===== src/rtl/multicycle_controller_pkg.sv =====
// Shared constants and types for the MIPS-subset controllers.
// Contents:
//   state_t    - sequencing states of the multi-cycle controller
//   OP_* / FUNC_*  - opcode and R-type func field values
//   ALU_*      - ALUop codes driven to the shared ALU
//   SRCB_*     - ALUsrcB mux encodings
//   PCSEL_*    - PCselect mux encodings
//   ctrl_t     - bundle of every control output, used to build outputs in one place
package multicycle_controller_pkg;

    typedef enum logic [3:0] {
        S_FETCH,
        S_DECODE,
        S_MEMADR,
        S_MEMRD,
        S_MEMWB,
        S_MEMWR,
        S_EXEC,
        S_RWB,
        S_IMMEX,
        S_IMMWB,
        S_BRANCH,
        S_JUMP,
        S_JAL,
        S_JR,
        S_LUI
    } state_t;

    typedef logic [3:0] alu_op_t;
    typedef logic [1:0] srcb_t;
    typedef logic [1:0] pcsel_t;

    // Opcodes (IR[31:26])
    localparam logic [5:0] OP_RTYPE = 6'd0;
    localparam logic [5:0] OP_J     = 6'd2;
    localparam logic [5:0] OP_JAL   = 6'd3;
    localparam logic [5:0] OP_BEQ   = 6'd4;
    localparam logic [5:0] OP_BNE   = 6'd5;
    localparam logic [5:0] OP_ADDI  = 6'd8;
    localparam logic [5:0] OP_SLTI  = 6'd10;
    localparam logic [5:0] OP_LUI   = 6'd15;
    localparam logic [5:0] OP_LW    = 6'd35;
    localparam logic [5:0] OP_SW    = 6'd43;

    // R-type func codes (IR[5:0])
    localparam logic [5:0] FUNC_JR   = 6'd8;
    localparam logic [5:0] FUNC_MFHI = 6'd16;
    localparam logic [5:0] FUNC_MFLO = 6'd18;
    localparam logic [5:0] FUNC_MULT = 6'd24;
    localparam logic [5:0] FUNC_DIV  = 6'd26;
    localparam logic [5:0] FUNC_ADD  = 6'd32;
    localparam logic [5:0] FUNC_SUB  = 6'd34;
    localparam logic [5:0] FUNC_AND  = 6'd36;
    localparam logic [5:0] FUNC_OR   = 6'd37;
    localparam logic [5:0] FUNC_XOR  = 6'd38;
    localparam logic [5:0] FUNC_SLT  = 6'd42;

    // ALU operation codes
    localparam alu_op_t ALU_ADD  = 4'd0;
    localparam alu_op_t ALU_SUB  = 4'd1;
    localparam alu_op_t ALU_OR   = 4'd2;
    localparam alu_op_t ALU_AND  = 4'd3;
    localparam alu_op_t ALU_XOR  = 4'd4;
    localparam alu_op_t ALU_SLT  = 4'd5;
    localparam alu_op_t ALU_MULT = 4'd6;
    localparam alu_op_t ALU_MFHI = 4'd7;
    localparam alu_op_t ALU_MFLO = 4'd8;
    localparam alu_op_t ALU_DIV  = 4'd9;

    // ALU B operand select
    localparam srcb_t SRCB_B       = 2'b00;
    localparam srcb_t SRCB_FOUR    = 2'b01;
    localparam srcb_t SRCB_IMM     = 2'b10;
    localparam srcb_t SRCB_IMM_SH2 = 2'b11;

    // Next-PC select
    localparam pcsel_t PCSEL_ALU    = 2'b00;
    localparam pcsel_t PCSEL_ALUOUT = 2'b01;
    localparam pcsel_t PCSEL_A      = 2'b10;
    localparam pcsel_t PCSEL_JUMP   = 2'b11;

    typedef struct packed {
        logic    pc_write;
        logic    iord;
        logic    mem_read;
        logic    mem_write;
        logic    ir_write;
        logic    reg_write;
        logic    reg_dst;
        logic    mem_to_reg;
        logic    is_jal;
        logic    is_lui;
        logic    hilo_write;
        logic    alu_src_a;
        srcb_t   alu_src_b;
        alu_op_t alu_op;
        pcsel_t  pc_select;
        logic    done;
    } ctrl_t;

endpackage


===== src/rtl/multicycle_controller_if.sv =====
// Control bundle between the multi-cycle controller and its datapath.
//   opcode/func/zero  - instruction fields and ALU zero flag, from the datapath
//   PCWrite..done     - enables and mux selects, from the controller
// Modports: master = controller side, slave = datapath side.
interface multicycle_controller_if;
    import multicycle_controller_pkg::*;

    logic [5:0] opcode;
    logic [5:0] func;
    logic       zero;

    logic       PCWrite;
    logic       IorD;
    logic       MemRead;
    logic       MemWrite;
    logic       IRWrite;
    logic       RegWrite;
    logic       RegDst;
    logic       MemToReg;
    logic       IsJal;
    logic       IsLui;
    logic       HiLoWrite;
    logic       ALUsrcA;
    srcb_t      ALUsrcB;
    alu_op_t    ALUop;
    pcsel_t     PCselect;
    logic       done;

    modport master (
        input  opcode, func, zero,
        output PCWrite, IorD, MemRead, MemWrite, IRWrite, RegWrite, RegDst,
               MemToReg, IsJal, IsLui, HiLoWrite, ALUsrcA, ALUsrcB, ALUop,
               PCselect, done
    );

    modport slave (
        output opcode, func, zero,
        input  PCWrite, IorD, MemRead, MemWrite, IRWrite, RegWrite, RegDst,
               MemToReg, IsJal, IsLui, HiLoWrite, ALUsrcA, ALUsrcB, ALUop,
               PCselect, done
    );
endinterface


===== src/rtl/multicycle_controller_alu_func_decode.sv =====
// R-type func field decoder.
//   func     in  6  IR[5:0]
//   alu_op   out 4  ALU operation for the func (ADD when not an ALU func)
//   is_hilo  out 1  func writes HI/LO (mult/div) instead of the register file
//   is_alu   out 1  func is one of the supported ALU / HI-LO operations
module alu_func_decode
    import multicycle_controller_pkg::*;
(
    input  logic [5:0] func,
    output alu_op_t    alu_op,
    output logic       is_hilo,
    output logic       is_alu
);

    always_comb begin
        alu_op  = ALU_ADD;
        is_hilo = 1'b0;
        is_alu  = 1'b1;
        case (func)
            FUNC_ADD:  alu_op = ALU_ADD;
            FUNC_SUB:  alu_op = ALU_SUB;
            FUNC_AND:  alu_op = ALU_AND;
            FUNC_OR:   alu_op = ALU_OR;
            FUNC_XOR:  alu_op = ALU_XOR;
            FUNC_SLT:  alu_op = ALU_SLT;
            FUNC_MFHI: alu_op = ALU_MFHI;
            FUNC_MFLO: alu_op = ALU_MFLO;
            FUNC_MULT: begin
                alu_op  = ALU_MULT;
                is_hilo = 1'b1;
            end
            FUNC_DIV: begin
                alu_op  = ALU_DIV;
                is_hilo = 1'b1;
            end
            default:   is_alu = 1'b0;
        endcase
    end

endmodule


===== src/rtl/multicycle_controller.sv =====
// Moore sequencing controller for the multi-cycle MIPS-subset datapath.
// Ports:
//   clk   - rising-edge clock
//   rst   - asynchronous active-high reset; returns to FETCH and masks all
//           state-changing strobes while held
//   ctrl  - control bundle (master side): opcode/func/zero in, every datapath
//           enable and mux select out
module multicycle_controller
    import multicycle_controller_pkg::*;
(
    input  logic                   clk,
    input  logic                   rst,
    multicycle_controller_if.master ctrl
);

    state_t  state_q;
    state_t  state_d;
    ctrl_t   c;

    alu_op_t func_alu_op;
    logic    func_is_hilo;
    logic    func_is_alu;

    alu_func_decode u_alu_func_decode (
        .func    (ctrl.func),
        .alu_op  (func_alu_op),
        .is_hilo (func_is_hilo),
        .is_alu  (func_is_alu)
    );

    // State register
    always_ff @(posedge clk or posedge rst) begin
        if (rst) begin
            state_q <= S_FETCH;
        end else begin
            state_q <= state_d;
        end
    end

    // Next-state logic
    always_comb begin
        state_d = S_FETCH;
        case (state_q)
            S_FETCH:  state_d = S_DECODE;
            S_DECODE: begin
                case (ctrl.opcode)
                    OP_LW, OP_SW:    state_d = S_MEMADR;
                    OP_RTYPE: begin
                        if (ctrl.func == FUNC_JR) begin
                            state_d = S_JR;
                        end else if (func_is_alu) begin
                            state_d = S_EXEC;
                        end else begin
                            state_d = S_FETCH;   // unsupported func: NOP
                        end
                    end
                    OP_ADDI, OP_SLTI: state_d = S_IMMEX;
                    OP_BEQ, OP_BNE:   state_d = S_BRANCH;
                    OP_J:             state_d = S_JUMP;
                    OP_JAL:           state_d = S_JAL;
                    OP_LUI:           state_d = S_LUI;
                    default:          state_d = S_FETCH;   // unsupported opcode: NOP
                endcase
            end
            S_MEMADR: state_d = (ctrl.opcode == OP_LW) ? S_MEMRD : S_MEMWR;
            S_MEMRD:  state_d = S_MEMWB;
            S_EXEC:   state_d = func_is_hilo ? S_FETCH : S_RWB;
            S_IMMEX:  state_d = S_IMMWB;
            default:  state_d = S_FETCH;   // all write-back / final states
        endcase
    end

    // Output logic
    always_comb begin
        c = '0;
        case (state_q)
            S_FETCH: begin
                c.mem_read  = 1'b1;
                c.ir_write  = 1'b1;
                c.pc_write  = 1'b1;
                c.alu_src_b = SRCB_FOUR;
            end
            S_DECODE: begin
                // Speculatively form the branch target into ALUOut.
                c.alu_src_b = SRCB_IMM_SH2;
            end
            S_MEMADR: begin
                c.alu_src_a = 1'b1;
                c.alu_src_b = SRCB_IMM;
            end
            S_MEMRD: begin
                c.mem_read = 1'b1;
                c.iord     = 1'b1;
            end
            S_MEMWB: begin
                c.reg_write  = 1'b1;
                c.mem_to_reg = 1'b1;
            end
            S_MEMWR: begin
                c.mem_write = 1'b1;
                c.iord      = 1'b1;
            end
            S_EXEC: begin
                c.alu_src_a  = 1'b1;
                c.alu_src_b  = SRCB_B;
                c.alu_op     = func_alu_op;
                c.hilo_write = func_is_hilo;
            end
            S_RWB: begin
                // ALUop stays on the func operation so the ALU result is
                // still valid for the register write.
                c.reg_write = 1'b1;
                c.reg_dst   = 1'b1;
                c.alu_op    = func_alu_op;
            end
            S_IMMEX: begin
                c.alu_src_a = 1'b1;
                c.alu_src_b = SRCB_IMM;
                c.alu_op    = (ctrl.opcode == OP_SLTI) ? ALU_SLT : ALU_ADD;
            end
            S_IMMWB: begin
                c.reg_write = 1'b1;
            end
            S_BRANCH: begin
                c.alu_src_a = 1'b1;
                c.alu_src_b = SRCB_B;
                c.alu_op    = ALU_SUB;
                c.pc_select = PCSEL_ALUOUT;
                c.pc_write  = (ctrl.opcode == OP_BEQ) ? ctrl.zero : ~ctrl.zero;
            end
            S_JUMP: begin
                c.pc_write  = 1'b1;
                c.pc_select = PCSEL_JUMP;
            end
            S_JAL: begin
                c.reg_write = 1'b1;
                c.is_jal    = 1'b1;
                c.pc_write  = 1'b1;
                c.pc_select = PCSEL_JUMP;
            end
            S_JR: begin
                c.pc_write  = 1'b1;
                c.pc_select = PCSEL_A;
            end
            S_LUI: begin
                c.reg_write = 1'b1;
                c.is_lui    = 1'b1;
            end
            default: c = '0;
        endcase
        // Final cycle of any instruction is the one that returns to FETCH.
        c.done = (state_q != S_FETCH) && (state_d == S_FETCH);
    end

    // Strobes that change architectural state are masked during reset so an
    // abandoned instruction never completes a partial write.
    assign ctrl.PCWrite   = c.pc_write   & ~rst;
    assign ctrl.IRWrite   = c.ir_write   & ~rst;
    assign ctrl.RegWrite  = c.reg_write  & ~rst;
    assign ctrl.MemWrite  = c.mem_write  & ~rst;
    assign ctrl.HiLoWrite = c.hilo_write & ~rst;
    assign ctrl.done      = c.done       & ~rst;

    assign ctrl.IorD      = c.iord;
    assign ctrl.MemRead   = c.mem_read;
    assign ctrl.RegDst    = c.reg_dst;
    assign ctrl.MemToReg  = c.mem_to_reg;
    assign ctrl.IsJal     = c.is_jal;
    assign ctrl.IsLui     = c.is_lui;
    assign ctrl.ALUsrcA   = c.alu_src_a;
    assign ctrl.ALUsrcB   = c.alu_src_b;
    assign ctrl.ALUop     = c.alu_op;
    assign ctrl.PCselect  = c.pc_select;

endmodule


===== src/flat_wrapper.sv =====
// flat-port wrapper written by rule: the top's interface ports become plain ports
module multicycle_controller_flat import multicycle_controller_pkg::*;
  (clk, rst, ctrl_opcode, ctrl_func, ctrl_zero, ctrl_PCWrite, ctrl_IorD, ctrl_MemRead, ctrl_MemWrite, ctrl_IRWrite, ctrl_RegWrite, ctrl_RegDst, ctrl_MemToReg, ctrl_IsJal, ctrl_IsLui, ctrl_HiLoWrite, ctrl_ALUsrcA, ctrl_ALUsrcB, ctrl_ALUop, ctrl_PCselect, ctrl_done);
  multicycle_controller_if ctrl_i ();
  input  logic clk;
  input  logic rst;
  input wire logic [$bits(ctrl_i.opcode)-1:0] ctrl_opcode;
  input wire logic [$bits(ctrl_i.func)-1:0] ctrl_func;
  input wire logic [$bits(ctrl_i.zero)-1:0] ctrl_zero;
  output wire logic [$bits(ctrl_i.PCWrite)-1:0] ctrl_PCWrite;
  output wire logic [$bits(ctrl_i.IorD)-1:0] ctrl_IorD;
  output wire logic [$bits(ctrl_i.MemRead)-1:0] ctrl_MemRead;
  output wire logic [$bits(ctrl_i.MemWrite)-1:0] ctrl_MemWrite;
  output wire logic [$bits(ctrl_i.IRWrite)-1:0] ctrl_IRWrite;
  output wire logic [$bits(ctrl_i.RegWrite)-1:0] ctrl_RegWrite;
  output wire logic [$bits(ctrl_i.RegDst)-1:0] ctrl_RegDst;
  output wire logic [$bits(ctrl_i.MemToReg)-1:0] ctrl_MemToReg;
  output wire logic [$bits(ctrl_i.IsJal)-1:0] ctrl_IsJal;
  output wire logic [$bits(ctrl_i.IsLui)-1:0] ctrl_IsLui;
  output wire logic [$bits(ctrl_i.HiLoWrite)-1:0] ctrl_HiLoWrite;
  output wire logic [$bits(ctrl_i.ALUsrcA)-1:0] ctrl_ALUsrcA;
  output wire logic [$bits(ctrl_i.ALUsrcB)-1:0] ctrl_ALUsrcB;
  output wire logic [$bits(ctrl_i.ALUop)-1:0] ctrl_ALUop;
  output wire logic [$bits(ctrl_i.PCselect)-1:0] ctrl_PCselect;
  output wire logic [$bits(ctrl_i.done)-1:0] ctrl_done;
  assign ctrl_i.opcode = ctrl_opcode;
  assign ctrl_i.func = ctrl_func;
  assign ctrl_i.zero = ctrl_zero;
  assign ctrl_PCWrite = ctrl_i.PCWrite;
  assign ctrl_IorD = ctrl_i.IorD;
  assign ctrl_MemRead = ctrl_i.MemRead;
  assign ctrl_MemWrite = ctrl_i.MemWrite;
  assign ctrl_IRWrite = ctrl_i.IRWrite;
  assign ctrl_RegWrite = ctrl_i.RegWrite;
  assign ctrl_RegDst = ctrl_i.RegDst;
  assign ctrl_MemToReg = ctrl_i.MemToReg;
  assign ctrl_IsJal = ctrl_i.IsJal;
  assign ctrl_IsLui = ctrl_i.IsLui;
  assign ctrl_HiLoWrite = ctrl_i.HiLoWrite;
  assign ctrl_ALUsrcA = ctrl_i.ALUsrcA;
  assign ctrl_ALUsrcB = ctrl_i.ALUsrcB;
  assign ctrl_ALUop = ctrl_i.ALUop;
  assign ctrl_PCselect = ctrl_i.PCselect;
  assign ctrl_done = ctrl_i.done;
  multicycle_controller u_core (.clk(clk), .rst(rst), .ctrl(ctrl_i));
endmodule

===== config.mk =====
export PLATFORM = sky130hd
export DESIGN_NAME = multicycle_controller_flat
export DESIGN_NICKNAME = d
export VERILOG_FILES = /design/src/rtl/multicycle_controller_pkg.sv /design/src/rtl/multicycle_controller_if.sv /design/src/rtl/multicycle_controller_alu_func_decode.sv /design/src/rtl/multicycle_controller.sv /design/src/flat_wrapper.sv
export SDC_FILE = /design/constraint.sdc
export NUM_CORES = 1
export LEC_CHECK = 0
export ABC_CLOCK_PERIOD_IN_PS = 4400
export CORE_MARGIN = 2
export CORE_UTILIZATION = 47
export CTS_BUF_LIST = sky130_fd_sc_hd__clkbuf_4
export DETAILED_ROUTE_END_ITERATION = 16
export GPL_TIMING_DRIVEN = 0
export PLACE_DENSITY = 0.88
export SLEW_MARGIN = 0
export SYNTH_ARGS = -nofsm -noshare
export SYNTH_HDL_FRONTEND = slang
export SYNTH_HIERARCHICAL = 1
export SYNTH_SLANG_ARGS = --single-unit
export TNS_END_PERCENT = 1

===== constraint.sdc =====
create_clock -name clk -period 4.4 [get_ports clk]
set_input_delay 1.1 -clock clk [delete_from_list [all_inputs] [get_ports clk]]
set_output_delay 1.1 -clock clk [all_outputs]
set_load 0.01 [all_outputs]

### Yosys cells after proc, flatten, opt, wreduce, memory -nomap -nowiden

Index checks and enable logic that the tools add are counted.

* bits in registers: 4
* input bits: 15
* output and inout bits: 21
* logic and storage cells: 87

* equal/unequal tests: 34
* multiplexer cells: 26
* bitwise logic cells: 8
* reductions and logical operators: 18

Operator list (count)
* equality test 6 bit, second input constant: 8
* one-hot mux 4 bit (9 select lines): 1
* equality test 4 bit, second input constant: 7
* one-hot mux 4 bit (7 select lines): 1
* equality test 6 x 4 -> 1 bit, second input constant: 4
* equality test 6 x 5 -> 1 bit, second input constant: 4
* one-hot mux 4 bit (6 select lines): 1
* OR reduction 2 bit: 9
* equality test 4 x 3 -> 1 bit, second input constant: 4
* 2-to-1 mux 1 bit: 14
* equality test 6 x 2 -> 1 bit, second input constant: 2
* equality test 6 x 3 -> 1 bit, second input constant: 2
* 2-to-1 mux 3 bit: 4
* one-hot mux 2 bit (3 select lines): 2
* one-hot mux 4 bit (3 select lines): 1
* OR reduction 10 bit: 1
* equality test 4 x 2 -> 1 bit, second input constant: 2
* zero test 4 bit: 2
* OR reduction 4 bit: 2
* AND 1 bit: 6
* zero test 6 bit: 1
* OR reduction 5 bit: 1
* equality test 4 x 1 -> 1 bit, second input constant: 1
* 2-to-1 mux 4 bit: 1
* other kinds (4): 5

### Longest topological paths before layout

Gate-level depths: netlist of the first run.

* depth after elaboration: 10
* depth in mapped cells: 8
* mapped depth without buffers: 7

### Modules after synthesis

Netlist of the first run, hierarchy kept.

Modules (own cells, without submodules)
* multicycle_controller: instances 1, cells an instance 127, area each 903.4 um^2, seq. area each 100.1 um^2
* alu_func_decode: instances 1, cells an instance 23, area each 160.2 um^2, seq. area each 0.0 um^2

### Worst setup path before layout of the first run

Ideal clock, no wire load.

* path kind: input-to-output
* start point: in ctrl_func[1]
* end point: out ctrl_done
* arrival time: 2.345 ns
* required time: 3.300 ns
* slack: 0.955 ns
* cell stages on the path: 8
* path buffers: 1
* path through: buf_6 nor2b_1 o211ai_1 o211ai_1 a21o_1 a21oi_1 a31oi_1 nor4b_2

* word-level cells in the longest chain between the ends: 10
* elaborated cells between the ends (all ways): 23
* those cells by class: eq/ne (11); mux (7); bitwise (1); reduce/logical (4)

Ends and longest elaborated chain
* start: declaration: line flat_wrapper.sv:8 `input wire logic [$bits(ctrl_i.func)-1:0] ctrl_func;`
* equality test 6 x 5 -> 1 bit or equality test 6 bit (tied branches): line multicycle_controller_alu_func_decode.sv:19 `case (func)`
* OR reduction 10 bit (no source line) *
* 2-to-1 mux 1 bit *: line multicycle_controller_alu_func_decode.sv:19
* net u_core.func_is_alu: line multicycle_controller.sv:22 `logic func_is_alu;`
* 2-to-1 mux 3 bit *: line multicycle_controller.sv:51 `end else if (func_is_alu) begin`
* 2-to-1 mux 4 bit *: line multicycle_controller.sv:49 `if (ctrl.func == FUNC_JR) begin`
* one-hot mux 4 bit (7 select lines) *: line multicycle_controller.sv:46 `case (ctrl.opcode)`
* one-hot mux 4 bit (6 select lines) *: line multicycle_controller.sv:43 `case (state_q)`
* zero test 4 bit *: line multicycle_controller.sv:152 `c.done = (state_q != S_FETCH) && (state_d == S_FETCH);`
* logical AND 1 bit *: line multicycle_controller.sv:152
* AND 1 bit *: line multicycle_controller.sv:162 `assign ctrl.done = c.done & ~rst;`
* end: declaration: line flat_wrapper.sv:25 `output wire logic [$bits(ctrl_i.done)-1:0] ctrl_done;`

The timed path passes the listed nets; every way through them passes the cells marked *.

### Worst setup path in the final report of the first run

Same ends and word-level chain as after synthesis.

==> metrics, run 1 <==
Reg clk slew, reported paths 0.03 ns; Slew HR 71.26%; DIE HEIGHT 51.57 µm; num rows 17; EDFF count, synth 0; CP required 3.30 ns; largest net degree at the start of global routing 11; most common cell after layout, fill and taps aside clkdlybuf4s50_1; most used flip-flop cell after synthesis dfrtp_1; biggest regs u_core/state_q x4; Synth Net Count 165; Ant. Diodes 0; number of max-cap violations 0; Worst path most repeated cell o211ai_1; Clock Tree Buf Depth 2; Hold Buf Count CTS 0; initial antenna violation count 0; Power per Cell Area 189.4 nW/µm²; level count of the clock H-tree 1; slowest CP cell clkdlybuf4s50_1; worst slew pin tran 0.4312 ns; largest register by flop count u_core/state_q; area grow syn2layout 39.88%; met2 usage 47.86%; Peak VDD IR 0.1444 mV; post-route ant nets 0; Worst-Skew Late Latency 0.24 ns; Hold Path Class flop to flop; Clock Sinks 4; Slew Limit Fails 0; global-route wire length before repair 5188 µm; wirelength, routed 3101 µm; Leak 0.5525 nW; TritonCTS clock tree built; grt peak-use layer met2; max FFs per register 4; area of the mapped netlist 1064 µm²; synth unique cells 52; M3 GR Usage 4.023%; Final Cycle Share 96.51%; core area 2170 µm²; Placer Congestion 0.8777; Clock Tree Root clkbuf_4; Die Area 2659 µm²; cts repair resizes 2; final hold vios 0; final-report setup violation count 0; met1 Track Usage GR 28.83%; hpwl dp 2447 µm; Highest Clock Rate 235.5 MHz; CP endpoint kind primary output; async set-or-reset flop fraction in the synthesized netlist 100.0%; DRC 0; multi-input logic area 859.6 µm²; post-DR vias/cell 6.000; overall power 281.8 µW; 1st-iter DRT viols 31; post-CTS setup buffers 0; overall routing resource usage 25.30%; Post-Syn Instances 150; crit path DAT 3.15 ns; Crit Path Class primary input to primary output; Die Width 51.57 µm; Initial Utilization 49.02%; post-route minimum period 4.246 ns; crit-path cells clkdlybuf4s50_1, buf_6, nor2b_1, o211ai_1, o211ai_1, a21o_1, a21oi_2, a31oi_1, nor4b_2, clkdlybuf4s15_1; status finished, final reports clean; wire per inst 14.36 µm; synthesized flop and latch total 4; drt first pass iters 4; nets@finish 205; crit path launch type primary input; share of layout cells above drive strength 1 15.96%; # IOs 36; Reg area 100.1 µm²; setup repair after global routing missed its margin false; CP top delay family buffers and inverters; GRT overflow 0; vias in the first global route 1214; register area share after synthesis 9.412%; Avg Inst Size Synth 7.090 µm²; port bufs 35; CTS buffer count 3; Largest stage delay, worst path 0.48 ns; worst path bufs/invs 3; setup TNS 0 ns; most frequent cells in the layout clkdlybuf4s50_1, nor2_1, nand2_1; synth warn 6; Crit Path Max Fanout 10; fillers 194; Final Skew 0.006540 ns; via count 1296
[power by group]
group          leakage, nW  internal [mW]  total, mW  switching, mW
combinational        0.484         0.0899      0.189         0.0990
sequential          0.0545         0.0417     0.0456        0.00387
clock               0.0138         0.0306     0.0474         0.0167
total                0.553          0.162      0.282          0.120
[cell families (layout without fill, tap and decap cells)]
logic type / Yosys count / in the layout / synth area share, %
buffers and inverters: 20 / 58 / 10.82
flip-flops: 4 / 4 / 9.412
multiplexers: 1 / 1 / 1.059
AO/OA/AOI/OAI: 38 / 38 / 26.24
AND/OR/NAND/NOR: 83 / 83 / 49.18
XOR/XNOR: 4 / 4 / 3.295
[stage by stage]
| step | cells | hold slack [ns] | instance area, µm² | worst slack (ns) | utilization [%] |
|---|---|---|---|---|---|
| after floorplan | 150 | 0.6390 | 1064 | 0.9551 | - |
| after detailed placement | 213 | 0.7086 | 1449 | -0.2003 | 66.78 |
| after global placement | 213 | 0.6977 | 1449 | -0.1677 | 66.78 |
| after CTS | 216 | 0.7150 | 1473 | 0.06923 | 67.88 |
| final | 216 | 0.7269 | 1488 | 0.1537 | 68.57 |
| after global routing | 216 | 0.7557 | 1488 | 0.002023 | 68.57 |
[worst paths after layout]
| kind | startpoint | endpoint | slack, ns | depth (start not counted) |
|---|---|---|---|---|
| setup / recovery | ctrl_func[1] | ctrl_done | 0.15 | 10 |
| hold / removal | u_core/state_q[0]$_DFF_PP0_ | u_core/state_q[0]$_DFF_PP0_ | 0.73 | 2 |
| setup reg to reg | u_core/state_q[3]$_DFF_PP0_ | u_core/state_q[2]$_DFF_PP0_ | 2.77 | 5 |
| hold reg to reg | u_core/state_q[0]$_DFF_PP0_ | u_core/state_q[0]$_DFF_PP0_ | 0.73 | 2 |
| max in group asynchronous | rst | u_core/state_q[0]$_DFF_PP0_ | 3.01 | 2 |
| min in group asynchronous | rst | u_core/state_q[1]$_DFF_PP0_ | 1.22 | 2 |
[synthesized netlist by cell type (3+ instances only)]
cell	number	share of area, %
dfrtp_1	4	9.4
a21oi_1	8	3.8
o211ai_1	4	2.8
a31oi_1	3	1.8
nor3b_1	3	2.1
and3_1	3	1.8
nor2b_1	6	3.5
nand2b_1	9	5.3
nand3b_1	5	3.5
nand4_1	3	1.8
nor2_1	13	4.6
buf_6	4	4.2
nor3_1	8	3.8
inv_1	5	1.8
clkbuf_1	6	2.1
nand2_1	11	3.9
nand3_1	3	1.4
or3b_2	3	2.5
o21ai_0	8	3.8
nor4b_1	3	2.5
[layer usage]
layer	vias up	wire length [µm]
li1	631	-
met1	609	1245
met2	52	1646
met3	4	182
met4	0	26
met5	-	0
[area by class of cell]
cell class,count,share of cell area [%]
multi-input combinational,126,57.78
clock buffer,3,1.514
buffer,15,6.476
tap,28,2.355
sequential,4,6.728
inverter,5,1.262
timing repair buffer,35,23.89
[worst reg2reg max path: stages, from the launching register on]
cell      delay, ns
dfrtp_1        0.37
clkbuf_1       0.20
or2_2          0.38
nor3_1         0.25
o31ai_2        0.14
o21ai_0        0.20
No activity file was read; power rests on OpenSTA's default activity.
==> inputs of run 2 (changes only) <==
- ABC_CLOCK_PERIOD_IN_PS: 4400 -> 5350
- RECOVER_POWER: default -> 50
- clock period: 4.4 -> 5.35 ns (I/O delays scaled with it)
==> metrics, run 2 (synthesis gave the netlist of run 1 again) <==
Ant. Diodes 0 (unchanged); hpwl dp 2447 µm (unchanged); Reg power frac 16.3% (was 16.2%); post-route cell area 1465 µm² (was 1488 µm²); wirelength, routed 3020 µm (was 3101 µm); drt first pass iters 4 (unchanged); Hold Path Class flop to flop (unchanged); slack of the critical path 0.2571 ns (was 0.1537 ns); crit path DAT 3.76 ns (was 3.15 ns); Power per Cell Area 156.9 nW/µm² (was 189.4 nW/µm²); wire per inst 13.98 µm (was 14.36 µm); Clock Tree Root clkbuf_4 (unchanged); largest net degree at the start of global routing 11 (unchanged); core area 2170 µm² (unchanged); TritonCTS clock tree built (unchanged); global-route wire length before repair 5161 µm (was 5188 µm); status finished, final reports clean (unchanged); most frequent cells in the layout clkdlybuf4s50_1, nor2_1, nand2_1 (unchanged); via count 1286 (was 1296); CTS buffer count 3 (unchanged); share of layout cells above drive strength 1 13.30% (was 15.96%); cts repair resizes 0 (was 2); final-report setup violation count 0 (unchanged); max FFs per register 4 (unchanged); number of max-cap violations 0 (unchanged); nets@finish 205 (unchanged); post-CTS setup buffers 0 (unchanged); Clock Sinks 4 (unchanged); switching power 96.86 µW (was 119.6 µW); Clock Tree Buf Depth 2 (unchanged); Crit Path Class primary input to primary output (unchanged); DRC 0 (unchanged); most common cell after layout, fill and taps aside clkdlybuf4s50_1 (unchanged); 1st-iter DRT viols 50 (was 31); Crit Path Max Fanout 5 (was 10); overall routing resource usage 25.18% (was 25.30%); post-route minimum period 5.093 ns; Final Skew 0.006733 ns (was 0.006540 ns); biggest regs u_core/state_q x4 (unchanged); Final Cycle Share 95.20%; dpl ws 0.2747 ns (was -0.2003 ns); Initial Utilization 49.02% (unchanged); Hold Buf Count CTS 0 (unchanged); crit path launch type primary input (unchanged); Switching Share 42.13% (was 42.45%); Slew Limit Fails 0 (unchanged); # IOs 36 (unchanged); largest register by flop count u_core/state_q (unchanged); Power Internal 133.1 µW (was 162.2 µW); dpl cell area 1449 µm² (unchanged); num rows 17 (unchanged); final hold vios 0 (unchanged); final hold slack 0.7184 ns (was 0.7269 ns); area grow syn2layout 37.77% (was 39.88%); Worst-Skew Late Latency 0.24 ns (about the same); post-route ant nets 0 (unchanged); port bufs 35 (unchanged); Leak 0.5394 nW (was 0.5525 nW); setup TNS 0 ns (unchanged); Die Width 51.57 µm (unchanged); Peak VDD IR 0.1174 mV (was 0.1444 mV); CP endpoint kind primary output (unchanged); GRT overflow 0 (unchanged); Die Area 2659 µm² (unchanged); worst slew pin tran 0.4963 ns (was 0.4312 ns); post-DR vias/cell 5.954 (was 6.000); Placer Congestion 0.8777 (unchanged); DIE HEIGHT 51.57 µm (unchanged); setup repair after global routing missed its margin false (unchanged); Slew HR 66.63% (was 71.26%); initial antenna violation count 0 (unchanged); level count of the clock H-tree 1 (unchanged); vias in the first global route 1217 (was 1214); overall power 229.9 µW (was 281.8 µW); Reg clk slew, reported paths 0.03 ns (about the same); Comb pwr share 66.8% (was 67.0%); Clock power frac 16.9% (was 16.8%); Highest Clock Rate 196.4 MHz; CP required 4.01 ns (was 3.30 ns)
-- run 2: worst paths after layout --
| path | startpoint | end | slack (ns) | cells after the start |
|---|---|---|---|---|
| worst min-delay path | u_core/state_q[0]$_DFF_PP0_ | u_core/state_q[0]$_DFF_PP0_ | 0.72 | 2 |
| worst min register to register | u_core/state_q[0]$_DFF_PP0_ | u_core/state_q[0]$_DFF_PP0_ | 0.72 | 2 |
| worst max register to register | u_core/state_q[3]$_DFF_PP0_ | u_core/state_q[2]$_DFF_PP0_ | 3.72 | 5 |
| min in group asynchronous | rst | u_core/state_q[1]$_DFF_PP0_ | 1.55 | 2 |
| worst max-delay path | ctrl_func[0] | ctrl_done | 0.26 | 9 |
| max in group asynchronous | rst | u_core/state_q[0]$_DFF_PP0_ | 3.63 | 2 |
-- run 2: final cells by class --
type | count | area [µm²]
timing repair buffer | 35 | 350.3
sequential | 4 | 100.1
multi-input combinational | 126 | 843.3
tap | 28 | 35.03
buffer | 15 | 95.09
inverter | 5 | 18.77
clock buffer | 3 | 22.52
fill | 198 | 704.4
-- run 2: power groups by stage --
| stage | sequential, mW | clock (mW) | combinational, mW |
|---|---|---|---|
| 2_1_floorplan | 0.0370 | 0 | 0.0948 |
| 3_3_place_gp | 0.0375 | 0 | 0.149 |
| 3_5_place_dp | 0.0378 | 0 | 0.154 |
| 4_1_cts | 0.0374 | 0.0403 | 0.154 |
| 5_1_grt | 0.0378 | 0.0414 | 0.169 |
| 6_report | 0.0375 | 0.0389 | 0.154 |
-- run 2: per-stage QoR --
step	util [%]	cells
2_1_floorplan	-	150
3_3_place_gp	66.78	213
3_5_place_dp	66.78	213
4_1_cts	67.82	216
5_1_grt	67.53	216
6_report	67.53	216
-- run 2: critical path: stages --
cell             delay (ns)
clkdlybuf4s50_1        0.53
nor2_1                 0.24
nand3b_1               0.18
nor2_1                 0.24
nand2b_1               0.15
a221o_1                0.16
o41ai_2                0.08
nor4b_2                0.27
clkdlybuf4s50_1        0.57
-- run 2: metal layers --
metal  wire [µm]  vias to the layer above  share of wire (%)  GRT usage, %
li1            -                      634                  -             -
met1        1204                      600                 40         28.47
met2        1618                       46                 54         47.44
met3         161                        6                5.3         4.023
met4          36                        0                1.2         8.333
met5           0                        -                  0             0
==> inputs of run 3 (changes only) <==
- PLACE_DENSITY: 0.88 -> 0.91
- SYNTH_HIERARCHICAL: 1 -> default
==> metrics, run 3 <==
Hold Startpoint u_core.state_q[3]$_DFF_PP0_ (was u_core/state_q[0]$_DFF_PP0_); cts repair resizes 0 (unchanged); CP endpoint kind primary output (unchanged); post-route cell area 1294 µm² (was 1465 µm²); reg2reg path depth 5 (unchanged); Post-Syn Instances 145 (was 150); TritonCTS clock tree built (unchanged); DIE HEIGHT 48.42 µm (was 51.57 µm); Slew Limit Fails 0 (unchanged); most frequent cells in the layout clkdlybuf4s50_1, nor2_1, a21oi_1 (was clkdlybuf4s50_1, nor2_1, nand2_1); WHS Endpoint u_core.state_q[1]$_DFF_PP0_ (was u_core/state_q[0]$_DFF_PP0_); wirelength, routed 2585 µm (was 3020 µm); Leak 0.4557 nW (was 0.5394 nW); overall routing resource usage 21.26% (was 25.18%); area grow syn2layout 39.54% (was 37.77%); 1st-iter DRT viols 42 (was 50); top post-synthesis cells by area dfrtp_1, nor2_1, a21oi_1, nand2b_1, nor4_1 (was dfrtp_1, nand2b_1, nor2_1, buf_6, nand2_1); via count 1175 (was 1286); final hold slack 0.6272 ns (was 0.7184 ns); setup repair after global routing missed its margin false (unchanged); Crit Path Class primary input to primary output (unchanged); post-DR vias/cell 5.704 (was 5.954); Final Cycle Share 96.66% (was 95.20%); register area share after synthesis 10.80% (was 9.412%); global-route wire length before repair 4271 µm (was 5161 µm); Synth Net Count 160 (was 165); largest net degree at the start of global routing 11 (unchanged); Avg Inst Size Synth 6.394 µm² (was 7.090 µm²); area of the mapped netlist 927.1 µm² (was 1064 µm²); Peak VDD IR 0.1087 mV (was 0.1174 mV); Hold Path Class flop to flop (unchanged); Die Width 48.42 µm (was 51.57 µm); post-route ant nets 0 (unchanged); post-CTS setup buffers 0 (unchanged); Clock Sinks 4 (unchanged); crit path launch type primary input (unchanged); number of max-cap violations 0 (unchanged); top post-synthesis cells by count nor2_1, a21oi_1, nand2b_1, clkbuf_1, nor4_1 (was nor2_1, nand2_1, nand2b_1); Die Area 2344 µm² (was 2659 µm²); dpl cell area 1271 µm² (was 1449 µm²); reg2reg start u_core.state_q[1]$_DFF_PP0_ (was u_core/state_q[3]$_DFF_PP0_); Worst-Skew Late Latency 0.23 ns (was 0.24 ns); Ant. Diodes 0 (unchanged); Slew HR 68.64% (was 66.63%); most common cell in the netlist nor2_1 (unchanged); crit path DAT 3.83 ns (was 3.76 ns); worst slew pin tran 0.4662 ns (was 0.4963 ns); largest register by flop count u_core.state_q (was u_core/state_q); GRT overflow 0 (unchanged); max FFs per register 4 (unchanged); Reg clk slew, reported paths 0.04 ns (was 0.03 ns); overall power 205.0 µW (was 229.9 µW); initial antenna violation count 0 (unchanged); post-route minimum period 5.171 ns (was 5.093 ns); Clock Tree Root clkbuf_4 (unchanged); R2R Path End u_core.state_q[2]$_DFF_PP0_ (was u_core/state_q[2]$_DFF_PP0_); status finished, final reports clean (unchanged); Initial Utilization 48.75% (was 49.02%); final hold vios 0 (unchanged); Power per Cell Area 158.4 nW/µm² (was 156.9 nW/µm²); final-report setup violation count 0 (unchanged); Hold Path Depth 1 (was 2); CTS buffer count 3 (unchanged); most common cell after layout, fill and taps aside clkdlybuf4s50_1 (unchanged); wire per inst 12.55 µm (was 13.98 µm); port bufs 31 (was 35); Final Skew 0.003997 ns (was 0.006733 ns); EDFF count, synth 0 (unchanged); drt first pass iters 5 (was 4); share of layout cells above drive strength 1 10.06% (was 13.30%); worst setup path startpoint ctrl_func[0] (unchanged); Placer Congestion 0.8331 (was 0.8777); Hold Buf Count CTS 0 (unchanged); CP required 4.01 ns (about the same); Highest Clock Rate 193.4 MHz (was 196.4 MHz); Yosys top cell by area dfrtp_1 (unchanged); synth warn 0 (was 6); core area 1902 µm² (was 2170 µm²); num rows 16 (was 17); vias in the first global route 973 (was 1217); Crit Path Max Fanout 8 (was 5); nets@finish 196 (was 205); r2r setup slk 3.70 ns (was 3.72 ns); most used flip-flop cell after synthesis dfrtp_1 (unchanged); synthesized flop and latch total 4 (unchanged); Clock Tree Buf Depth 2 (unchanged); # IOs 36 (unchanged); DRC 0 (unchanged); synth unique cells 45 (was 52); level count of the clock H-tree 1 (unchanged); hpwl dp 2076 µm (was 2447 µm); biggest regs u_core.state_q x4 (was u_core/state_q x4); Synth top area share 10.80% (was 9.412%); setup TNS 0 ns (unchanged); async set-or-reset flop fraction in the synthesized netlist 100.0% (unchanged)
[run 3: cell count changes after synthesis, sizes merged, moves of 3 or more]
| cell | before | now |
|---|---|---|
| a21oi | 9 | 15 |
| buf | 9 | 4 |
| nand2 | 11 | 7 |
| nand3b | 6 | 2 |
| nor2 | 13 | 19 |
| nor4 | 1 | 8 |
| nor4b | 5 | 2 |
| or3 | 0 | 3 |
| or3b | 4 | 1 |
[run 3: worst max path at each step]
stage                          endpoint  slack, ns  depth (start not counted)
final                     ctrl_ALUop[0]       0.18                          7
after global routing      ctrl_ALUop[0]       0.08                          7
after CTS                 ctrl_ALUop[0]       0.26                          8
after detailed placement  ctrl_ALUop[0]       0.26                          8
after global placement    ctrl_ALUop[0]       0.31                          8
after floorplan               ctrl_done       1.31                          5
[run 3: layout make-up]
type                       count  area (µm²)
inverter                       7       26.28
buffer                        12       62.56
clock buffer                   3       22.52
multi-input combinational    122       738.2
timing repair buffer          31       310.3
tap                           27       33.78
fill                         176       608.1
sequential                     4       100.1
[run 3: power by group]
| part | switching, mW | total, mW | internal, mW | leakage, nW |
|---|---|---|---|---|
| combinational | 0.0708 | 0.132 | 0.0617 | 0.389 |
| sequential | 0.00292 | 0.0373 | 0.0344 | 0.0525 |
| clock | 0.0103 | 0.0352 | 0.0249 | 0.0138 |
[run 3: through the flow]
step / instances / util [%] / worst slack (ns)
after floorplan: 145 / - / 1.310
after global placement: 203 / 66.84 / 0.3052
after detailed placement: 203 / 66.84 / 0.2564
after CTS: 206 / 68.03 / 0.2577
after global routing: 206 / 68.03 / 0.07646
final: 206 / 68.03 / 0.1787
[run 3: cells by family after synthesis]
logic type / synth area share, %
compound gates: 26.45
flops: 10.80
mux: 1.080
simple gates: 50.20
xor+xnor: 1.890
buf+inv: 9.581
[run 3: metal layers]
metal | global-route usage, % | wire, µm | vias up
li1 | - | - | 597
met1 | 26.49 | 1130 | 524
met2 | 41.67 | 1280 | 50
met3 | 1.235 | 145 | 4
met4 | 1.429 | 28 | 0
met5 | 0 | 0 | -
[run 3: critical path, stage by stage]
cell and delay, ns:
dlygate4sd3_1 0.65, nor4b_2 0.43, a21oi_1 0.12, nor2b_1 0.16, a2111o_1 0.40, o32ai_1 0.14, clkdlybuf4s50_1 0.60
==> RTL change 1, RTL diff (config.mk and constraints of run 2) <==
Change the package constant `ALU_DIV` from 4'd9 to 4'd8.
--- a/src/rtl/multicycle_controller_pkg.sv
+++ b/src/rtl/multicycle_controller_pkg.sv
@@ -65,7 +65,7 @@
     localparam alu_op_t ALU_MULT = 4'd6;
     localparam alu_op_t ALU_MFHI = 4'd7;
     localparam alu_op_t ALU_MFLO = 4'd8;
-    localparam alu_op_t ALU_DIV  = 4'd9;
+    localparam alu_op_t ALU_DIV  = 4'd8;
 
     // ALU B operand select
     localparam srcb_t SRCB_B       = 2'b00;
Function: changed (a bounded check fails within 4 cycles, from zero or initial values and one cycle with rst high).
==> RTL change 1 against run 2 <==
  * Critical path depth did not move
  * Non-clock buffer count is 1 higher
  * Cell area is 0.85% higher
  * Utilization rose by 0.58 points
  * Largest power group unchanged
  * Sequential share of layout area is 0.058 points lower
  * Worst setup slack lost 0.086 ns
  * Area after synthesis down 1.4%
  * Clock skew down 0.0045 ns
  * Wire length shrank 3.0%
  * Power down 1.2%
  * Sequential cell count stayed put
==> RTL change 1: results <==
export IMPL_maxSlewHeadroom_pct=68.88
export IMPL_vias_per_cell=6.019
export IMPL_outcome="completed"
export IMPL_r2r_slack_ns=3.80
export IMPL_clk_insertion_delay_late_ns=0.22
export IMPL_ir_worst_vdd_uv=155.0
export IMPL_clock_skew_ns=0.002185
export IMPL_nFillCells=187
export IMPL_netlist_top_cells_count="nor3_1, nand2b_1, nor2_1"
export IMPL_worstPathArrival_ns=3.84
export IMPL_synthXorXnorAreaFrac_pct=3.341
export IMPL_hold_class="reg2reg"
export IMPL_grt_pass1_vias=1137
export IMPL_drive_above_1_share_pct=16.04
export IMPL_post_dp_hpwl_mm=2.305
export IMPL_gp_congestion=0.9037
export IMPL_drc=0
export IMPL_grt_usage_pct=22.90
export IMPL_grt_pass1_wl_mm=4.899
export IMPL_firstDrtPassIters=4
export IMPL_antenna_found_initial=0
export IMPL_crit_family="buffers and inverters"
export IMPL_antenna_cells=0
export IMPL_htreeDepth=1
export IMPL_crit_fanout=5
export IMPL_wl_per_cell_um=13.62
export IMPL_synth_cell_types=54
export IMPL_muxShareOfSynthArea_pct=1.074
export IMPL_first_iter_violations=32
export IMPL_synthTopCellsByArea="dfrtp_1, nand2b_1, nor3_1"
export IMPL_synth_compound_area_share_pct=25.89
export IMPL_ys_seq_area_share_pct=9.547
export IMPL_synth_fp_nets=163
export IMPL_nNetsFinal=204
export IMPL_power_leakage_uw=0.0005585
## RTL change 1: worst max path at each step
stage / from / end / slack, ns / cells past startpoint
floorplan: ctrl_func[2] / ctrl_done / 1.36 / 8
global placement: ctrl_func[0] / ctrl_done / 0.16 / 10
detailed placement: ctrl_func[0] / ctrl_done / 0.1 / 10
CTS: ctrl_func[0] / ctrl_done / 0.1 / 10
global route: ctrl_func[1] / ctrl_done / -0.01 / 9
finish: ctrl_func[3] / ctrl_done / 0.17 / 9
## RTL change 1: cells by family after synthesis
logic type / after synthesis
and+or+nand+nor: 83
DFF: 4
muxes: 1
buffers and inverters: 19
xor gates and xnor gates: 4
AOI/OAI and AO/OA: 37
## RTL change 1: area by class of cell
type	count	area [um2]	area share, %
Multi-Input combinational cell	125	853.3	57.75
Timing Repair Buffer	36	362.8	24.56
Sequential cell	4	100.1	6.774
Buffer	15	88.84	6.012
Tap cell	28	35.03	2.371
Clock buffer	3	22.52	1.524
Inverter	4	15.01	1.016
## RTL change 1: stage by stage
step / total power, uW / hold slack (ns) / std cells / worst slack, ns / instance area [um2]
2_1_floorplan: 131.6 / 0.6390 / 148 / 1.363 / 1049
3_3_place_gp: 186.5 / 0.7014 / 211 / 0.1602 / 1434
3_5_place_dp: 191.4 / 0.7107 / 211 / 0.09743 / 1434
4_1_cts: 226.6 / 0.7186 / 214 / 0.09534 / 1456
5_1_grt: 244.8 / 0.7417 / 215 / -0.01308 / 1478
6_report: 227.3 / 0.7223 / 215 / 0.1708 / 1478
## RTL change 1: tightest hold or removal path: cells and delay by family, from the launching register on
family | cells | cell delay (ns)
AOI/OAI and AO/OA | 1 | 0.12
and+or+nand+nor | 1 | 0.16
DFF | 1 | 0.39
## RTL change 1: timing repair
item / in CTS / in global routing
setup buffers: 0 / 1
endpoints found under the hold margin: 0 / 0
gates resized for setup: 0 / 4
setup endpoints to repair: 0 / 1
## RTL change 1: power by group
| part | leakage, uW | internal (uW) | switching, uW |
|---|---|---|---|
| clock | 0.0000138 | 24.8 | 8.97 |
| sequential | 0.0000545 | 34.3 | 2.96 |
| combinational | 0.000490 | 74.8 | 81.4 |
| total | 0.000558 | 134 | 93.3 |
## RTL change 1: layer usage
| metal | up-vias | part of all wire [%] | global-route usage (%) | wire, um |
|---|---|---|---|---|
| met5 | - | 0 | 0 | 0 |
| met4 | 0 | 1.1 | 3.947 | 31 |
| met3 | 4 | 6.7 | 1.170 | 195 |
| met2 | 54 | 50 | 42.64 | 1471 |
| met1 | 609 | 42 | 29.34 | 1230 |
| li1 | 627 | - | - | - |
==> RTL change 2, RTL diff (flow settings as in run 2) <==
Made on the original files. Reset style: synchronous (`rst`), changed in one clocked block. Comments in the files are not updated.
--- a/src/rtl/multicycle_controller.sv
+++ b/src/rtl/multicycle_controller.sv
@@ -29,7 +29,7 @@
     );
 
     // State register
-    always_ff @(posedge clk or posedge rst) begin
+    always_ff @(posedge clk) begin
         if (rst) begin
             state_q <= S_FETCH;
         end else begin
Behaviour: differs if rst is asserted again (counterexample within 4 cycles, from zero or initial values and one cycle with rst high); with rst held inactive, the same outputs for 10 cycles.
==> RTL change 2 against run 2 <==
  * Area after synthesis fell by 6.9%
  * Sequential share of layout area fell by 1.0 points
  * Sequential cell count did not move
  * Wire length fell by 2.5%
  * Critical endpoint unchanged
  * Highest routed layer unchanged
  * Cell area fell by 6.1%
  * Register-to-register slack improved by 0.09 ns
  * Via count rose by 2.7%
  * Worst hold slack improved by 0.036 ns
  * Worst setup slack got worse by 0.14 ns
Power is not compared: it rests on default switching activity, and its combinational part moved more than twofold at a synthesized area within 25%.
==> RTL change 2: results <==
export IMPL_outcome="completed"
export IMPL_worstPathArrival_ns=3.90
export IMPL_vias=1321
export IMPL_synthDominantCellAreaShare_pct=9.102
export IMPL_firstDrtPassIters=5
export IMPL_signal_buffers=46
export IMPL_nFillCells=167
export IMPL_crit_family="buffers and inverters"
export IMPL_antenna_cells=0
export IMPL_port_buffers=33
export IMPL_clock_area_share_pct=1.638
export IMPL_htreeDepth=1
export IMPL_pre_cts_ws_ns=0.1822
export IMPL_first_iter_violations=64
export IMPL_gp_congestion=0.8696
export IMPL_clock_skew_ns=0.008865
export IMPL_syn_avg_cell_area_um2=6.469
export IMPL_synth_adder_area_share_pct=0
export IMPL_seq_share_pct=5.823
export IMPL_post_route_util_pct=69.38
export IMPL_cpMaxStageDelayCell="dlygate4sd3_1"
export IMPL_multi_input_area_share_pct=59.78
export IMPL_synth_cell_types=49
export IMPL_grt_pass1_vias=1238
export IMPL_clk_pin_slew_worst_paths_ns=0.05
export IMPL_synthArstFlopShare_pct=0
export IMPL_postPlaceCellArea_um2=1354
export IMPL_antenna_found_initial=0
export IMPL_grt_usage_pct=24.61
export IMPL_crit_fanout=6
export IMPL_slowest_delay_ns=0.63
export IMPL_clk_insertion_delay_late_ns=0.24
export IMPL_vias_per_cell=6.116
export IMPL_n_tap_cell=27
export IMPL_reg_top3="u_core/state_q: 4 flops"
export IMPL_ys_seq_area_share_pct=8.091
export IMPL_post_cts_buffers=0
export IMPL_numCtsBuffers=3
export IMPL_grt_pass1_wl_mm=4.933
export IMPL_clkbuf_count=3
export IMPL_synth_compound_area_share_pct=29.96
export IMPL_synthTopCellsByArea="nor2_1, dfxtp_1, nand2_1"
export IMPL_netlist_top_cells_count="nor2_1, nand2_1, a21oi_1"
export IMPL_hold_class="reg2reg"
export IMPL_maxSlewHeadroom_pct=72.24
export IMPL_wl_per_cell_um=13.63
export IMPL_buffer_area_share_pct=28.94
export IMPL_post_dp_hpwl_mm=2.283
export IMPL_nMultiInputCombCells=131
export IMPL_synth_fp_nets=168
export IMPL_muxShareOfSynthArea_pct=1.011
export IMPL_ys_flop_type="dfxtp_1"
export IMPL_ctsRootBufferMaster="clkbuf_4"
export IMPL_drive_above_1_share_pct=9.524
export IMPL_synthXorXnorAreaFrac_pct=1.770
## RTL change 2: path summary, 6_finish.rpt
check	depth (start not counted)	endpoint	startpoint	slack [ns]
hold reg to reg	4	u_core/state_q[2]$_SDFF_PP0_	u_core/state_q[0]$_SDFF_PP0_	0.75
setup reg to reg	6	u_core/state_q[1]$_SDFF_PP0_	u_core/state_q[2]$_SDFF_PP0_	3.81
hold / removal	4	u_core/state_q[2]$_SDFF_PP0_	u_core/state_q[0]$_SDFF_PP0_	0.75
setup / recovery	9	ctrl_done	ctrl_func[4]	0.12
## RTL change 2: power groups by stage
stage	registers [uW]	logic (uW)	clock network, uW
floorplan	31.6	36.5	0
global placement	31.7	59.4	0
detailed placement	31.7	61.7	0
CTS	31.2	62.1	38.9
global route	31.3	67.4	41.7
finish	31.2	62.3	39.0
## RTL change 2: metal layers
metal	global-route usage (%)	share of wire, %	up-vias
met3	2.727	7.2	19
met4	13.43	4.4	0
met5	0	0	-
met2	46.00	49	77
li1	-	-	640
met1	26.51	39	585
